--- src/rtl/rlc_iter.sv ---
// Iterative linear CORDIC, rotation mode: drives z toward zero while accumulating
// y += x*z / 2^CORDIC_QUAN, one micro-rotation per clock, single operation in flight.
module rlc_iter #(
  parameter int DATA_WIDTH  = 32,
  parameter int CORDIC_QUAN = 16,
  parameter int ITERS       = 16,
  parameter int K_START     = 0
) (
  input  logic                  clk,
  input  logic                  rst,
  input  logic                  in_valid,
  output logic                  in_ready,
  input  logic [DATA_WIDTH-1:0] x_in,
  input  logic [DATA_WIDTH-1:0] y_in,
  input  logic [DATA_WIDTH-1:0] z_in,
  output logic                  out_valid,
  input  logic                  out_ready,
  output logic [DATA_WIDTH-1:0] x_out,
  output logic [DATA_WIDTH-1:0] y_out,
  output logic [DATA_WIDTH-1:0] z_out,
  output logic                  busy
);

  localparam int CW = (ITERS > 1) ? $clog2(ITERS) : 1;
  localparam int KW = $clog2(K_START + ITERS + 1) + 1;
  localparam logic signed [DATA_WIDTH-1:0] UNIT = DATA_WIDTH'(1) << CORDIC_QUAN;

  typedef enum logic [1:0] {IDLE, RUN, DONE} state_t;

  state_t                        r_state;
  logic [CW-1:0]                 r_cnt;
  logic signed [DATA_WIDTH-1:0]  r_x, r_y, r_z;
  logic                          r_in_ready, r_out_valid, r_busy;

  logic [KW-1:0]                 w_k;
  logic signed [DATA_WIDTH-1:0]  w_xs, w_us;
  logic                          w_neg;

  // Shift amount grows with the counter; both terms truncate toward -inf.
  assign w_k   = KW'(K_START) + KW'(r_cnt);
  assign w_xs  = r_x >>> w_k;
  assign w_us  = UNIT >>> w_k;
  assign w_neg = r_z[DATA_WIDTH-1];

  always_ff @(posedge clk) begin
    if (rst) begin
      r_state     <= IDLE;
      r_cnt       <= '0;
      r_x         <= '0;
      r_y         <= '0;
      r_z         <= '0;
      r_in_ready  <= 1'b1;
      r_out_valid <= 1'b0;
      r_busy      <= 1'b0;
    end else begin
      case (r_state)
        IDLE: begin
          if (in_valid) begin
            r_x        <= x_in;
            r_y        <= y_in;
            r_z        <= z_in;
            r_cnt      <= '0;
            r_state    <= RUN;
            r_in_ready <= 1'b0;
            r_busy     <= 1'b1;
          end
        end
        RUN: begin
          // Zero residual counts as positive, so d = +1 when the sign bit is clear.
          if (w_neg) begin
            r_y <= r_y - w_xs;
            r_z <= r_z + w_us;
          end else begin
            r_y <= r_y + w_xs;
            r_z <= r_z - w_us;
          end
          if (r_cnt == CW'(ITERS - 1)) begin
            r_state     <= DONE;
            r_out_valid <= 1'b1;
          end else begin
            r_cnt <= r_cnt + 1'b1;
          end
        end
        DONE: begin
          if (out_ready) begin
            r_state     <= IDLE;
            r_out_valid <= 1'b0;
            r_busy      <= 1'b0;
            r_in_ready  <= 1'b1;
          end
        end
        default: begin
          r_state     <= IDLE;
          r_in_ready  <= 1'b1;
          r_out_valid <= 1'b0;
          r_busy      <= 1'b0;
        end
      endcase
    end
  end

  assign in_ready  = r_in_ready;
  assign out_valid = r_out_valid;
  assign busy      = r_busy;
  assign x_out     = r_x;
  assign y_out     = r_y;
  assign z_out     = r_z;

endmodule
--- config.mk ---
export PLATFORM = sky130hd
export DESIGN_NAME = rlc_iter
export DESIGN_NICKNAME = d
export VERILOG_FILES = /design/src/rtl/rlc_iter.sv
export SDC_FILE = /design/constraint.sdc
export NUM_CORES = 1
export LEC_CHECK = 0
export ABC_AREA = 1
export CAP_MARGIN = 40
export CORE_MARGIN = 3
export CORE_UTILIZATION = 40
export DETAILED_ROUTE_END_ITERATION = 16
export PLACE_DENSITY_LB_ADDON = 0.3
export SLEW_MARGIN = 15
export SYNTH_ARGS = -nofsm -noshare
export SYNTH_HDL_FRONTEND = slang
export SYNTH_SLANG_ARGS = --single-unit
--- constraint.sdc ---
create_clock -name clk -period 12.9 [get_ports clk]
set_clock_uncertainty 0.2 [all_clocks]
set_input_delay 1.29 -clock clk [delete_from_list [all_inputs] [get_ports clk]]
set_output_delay 1.29 -clock clk [all_outputs]
set_load 0.005 [all_outputs]
==> flow_summary.json <==
{
  "fin_crit_ps": 5399,
  "cts_hold_buf": 0,
  "floorplan.rows": 59,
  "dr.pass1.iters": 8,
  "worst_setup_path_end_kind": "flop",
  "yosysTopAreaCellShare_pct": 19.62,
  "crit_type": "flop to flop",
  "final_cell_mix": "nand2_1, nor2_1, clkdlybuf4s50_1",
  "cts_resized": 0,
  "finalSetupViolations": 0,
  "cts_htree_levels": 3,
  "place_congestion": 0.9256,
  "drc": 0,
  "arrival_ps": 5410,
  "critPathMaxFanout": 36,
  "yosys_warnings": 0,
  "startpoint_type": "flop",
  "wl_per_cell_um": 15.81,
  "drive_gt1_share_pct": 6.237,
  "status": "completed",
  "slowest_stage": "ha_1",
  "final_nets": 2074,
  "synth.area.top_cells": "dfxtp_1, nand2_1, nor2_1, ha_1, nand3_1",
  "die_w_um": 169.7,
  "insertion_delay_ps": 350,
  "final_common_cell": "nand2_1",
  "hold_class": "flop to flop",
  "clock_path_buffers": 2,
  "grt-ovfl-total": 0,
  "die_h_um": 169.7,
  "finalCritPeriodShare_pct": 41.86,
  "root_buffer": "clkbuf_16",
  "antenna_left": 0,
  "vias_per_cell": 5.387,
  "rsz0062_at_grt": "no",
  "io-pin-count": 199,
  "cts-buffers-inserted": 9,
  "relSlewSlack_pct": 41.52,
  "cap_violations": 0,
  "antenna_cells": 0,
  "grt_first_pass_wirelength_um": 57140,
  "slowest_delay_ps": 370,
  "fin_area_um2": 13200,
  "core_area_um2": 26210,
  "syn_area_um2": 10720,
  "finalWirelength_um": 35450,
  "ys_types": 53,
  "ir_drop_mv": 0.08043,
  "post_synth.cell_area_avg_um2": 6.120,
  "grt_max_degree": 64,
  "max_freq_mhz": 185.2,
  "finalHoldViolCount": 0,
  "hpwl_um": 27470,
  "path_common_cell": "nand3_1",
  "ys_ff_latch": 105,
  "start_util_pct": 40.89,
  "yosysTopAreaCell": "dfxtp_1",
  "hold_path_depth": 2,
  "postSynthCellCount": 1751,
  "dieArea_um2": 28790,
  "path_clk_slew_ps": 80,
  "clock-sinks": 105,
  "r2r.worst_path.cells": 28,
  "power_density_nw_per_um2": 178.5,
  "cts_post_setup_buffers_inserted": 0,
  "grt_pass1_vias": 11079,
  "worstPathRequired_ps": 12910,
  "synth_seq_area_share_pct": 19.62,
  "hold_ws_ps": 281.0,
  "synth_nets": 1922,
  "drv_slew": 0,
  "via_count": 12082,
  "track_usage_pct": 24.04,
  "worst_pin_slew_ps": 871.8,
  "cts_tree": "done",
  "power.total_mw": 2.356,
  "io_buffers": 198,
  "synthToLayoutAreaGrowth_pct": 23.18,
  "antenna_found_initial": 0,
  "drt_iter0_drc": 1054,
  "placed_cell_area_um2": 12920,
  "leakagePower_nw": 6.025,
  "tns_ps": 0
}
-- layout make-up --
type                            instances  area [µm²]
Fill cell                            2682       13010
Inverter                              140       528.0
Sequential cell                       105        2102
Multi-Input combinational cell       1434        7732
Clock buffer                           12       246.5
Timing Repair Buffer                  213        2142
Tap cell                              335       419.2
Clock inverter                          4       28.78
-- state kept, by name (all words and copies together) (netlist names) --
| signal | cells |
|---|---|
| r_state | 2 |
| r_cnt | 4 |
| busy | 1 |
| x_out | 32 |
| in_ready | 1 |
| z_out | 32 |
| y_out | 32 |
| out_valid | 1 |
-- worst paths after layout --
kind / from / to / slack, ps
hold reg to reg: z_out[1] / z_out[1] / 280
setup / recovery: r_cnt[1] / z_out[29] / 7500
setup reg to reg: r_cnt[1] / z_out[29] / 7500
hold / removal: z_out[1] / z_out[1] / 280
-- cells in the mapped netlist, drive strengths merged --
cell,n
nand2,436
nor2,274
nand3,170
a21oi,150
inv,135
o21ai,130
dfxtp,105
ha,69
xor2,54
clkbuf,39
buf,33
a31oi,24
a21o,18
xnor2,18
nor3,17
o221ai,15
nand4,12
o211ai,11
o21bai,8
clkinv,5
o21a,4
a21boi,3
o31ai,3
or2,3
a211oi,2
a221oi,2
fa,2
nand3b,2
nor4,2
a31o,1
and2,1
and3,1
o211a,1
o311ai,1
-- critical path, delay by kind of cell, from the launching register on --
| kind | cells | cell delay [ps] |
|---|---|---|
| flip-flops | 1 | 310 |
| AND/OR/NAND/NOR | 14 | 2130 |
| AO/OA/AOI/OAI | 7 | 940 |
| buffers and inverters | 5 | 960 |
| adder cells (fa/ha/maj) | 2 | 670 |
-- through the flow --
step           util (%)  setup WS (ps)  cells
3_5_place_dp      49.31           7635   2227
4_1_cts           50.37           7611   2243
5_1_grt           50.37           6841   2243
3_3_place_gp      49.03           7702   2224
6_report          50.37           7501   2243
2_1_floorplan         -           8867   1751
-- report_power, final --
group          switching [mW]  internal [mW]  total [mW]
clock network           0.133          0.137       0.270
logic                    1.01          0.617        1.63
registers              0.0689          0.387       0.455
-- layer usage --
metal | up-vias | share of wire (%) | global-route usage, %
met5 | - | 0 | 0
met4 | 0 | 1.2 | 4.552
met3 | 30 | 6.7 | 2.982
met2 | 391 | 42 | 36.36
met1 | 5509 | 50 | 36.67
li1 | 6152 | - | -
-- logic make-up (layout without fill, tap and decap cells) --
group / count (synthesis) / count (layout) / share of synthesized area, %
compound gates: 373 / 373 / 19.94
xor+xnor: 72 / 72 / 5.885
flops: 105 / 105 / 19.62
simple gates: 918 / 918 / 37.81
fa+ha+maj: 71 / 71 / 8.431
buf+inv: 212 / 369 / 8.314
(Power assumes the default switching activity.)
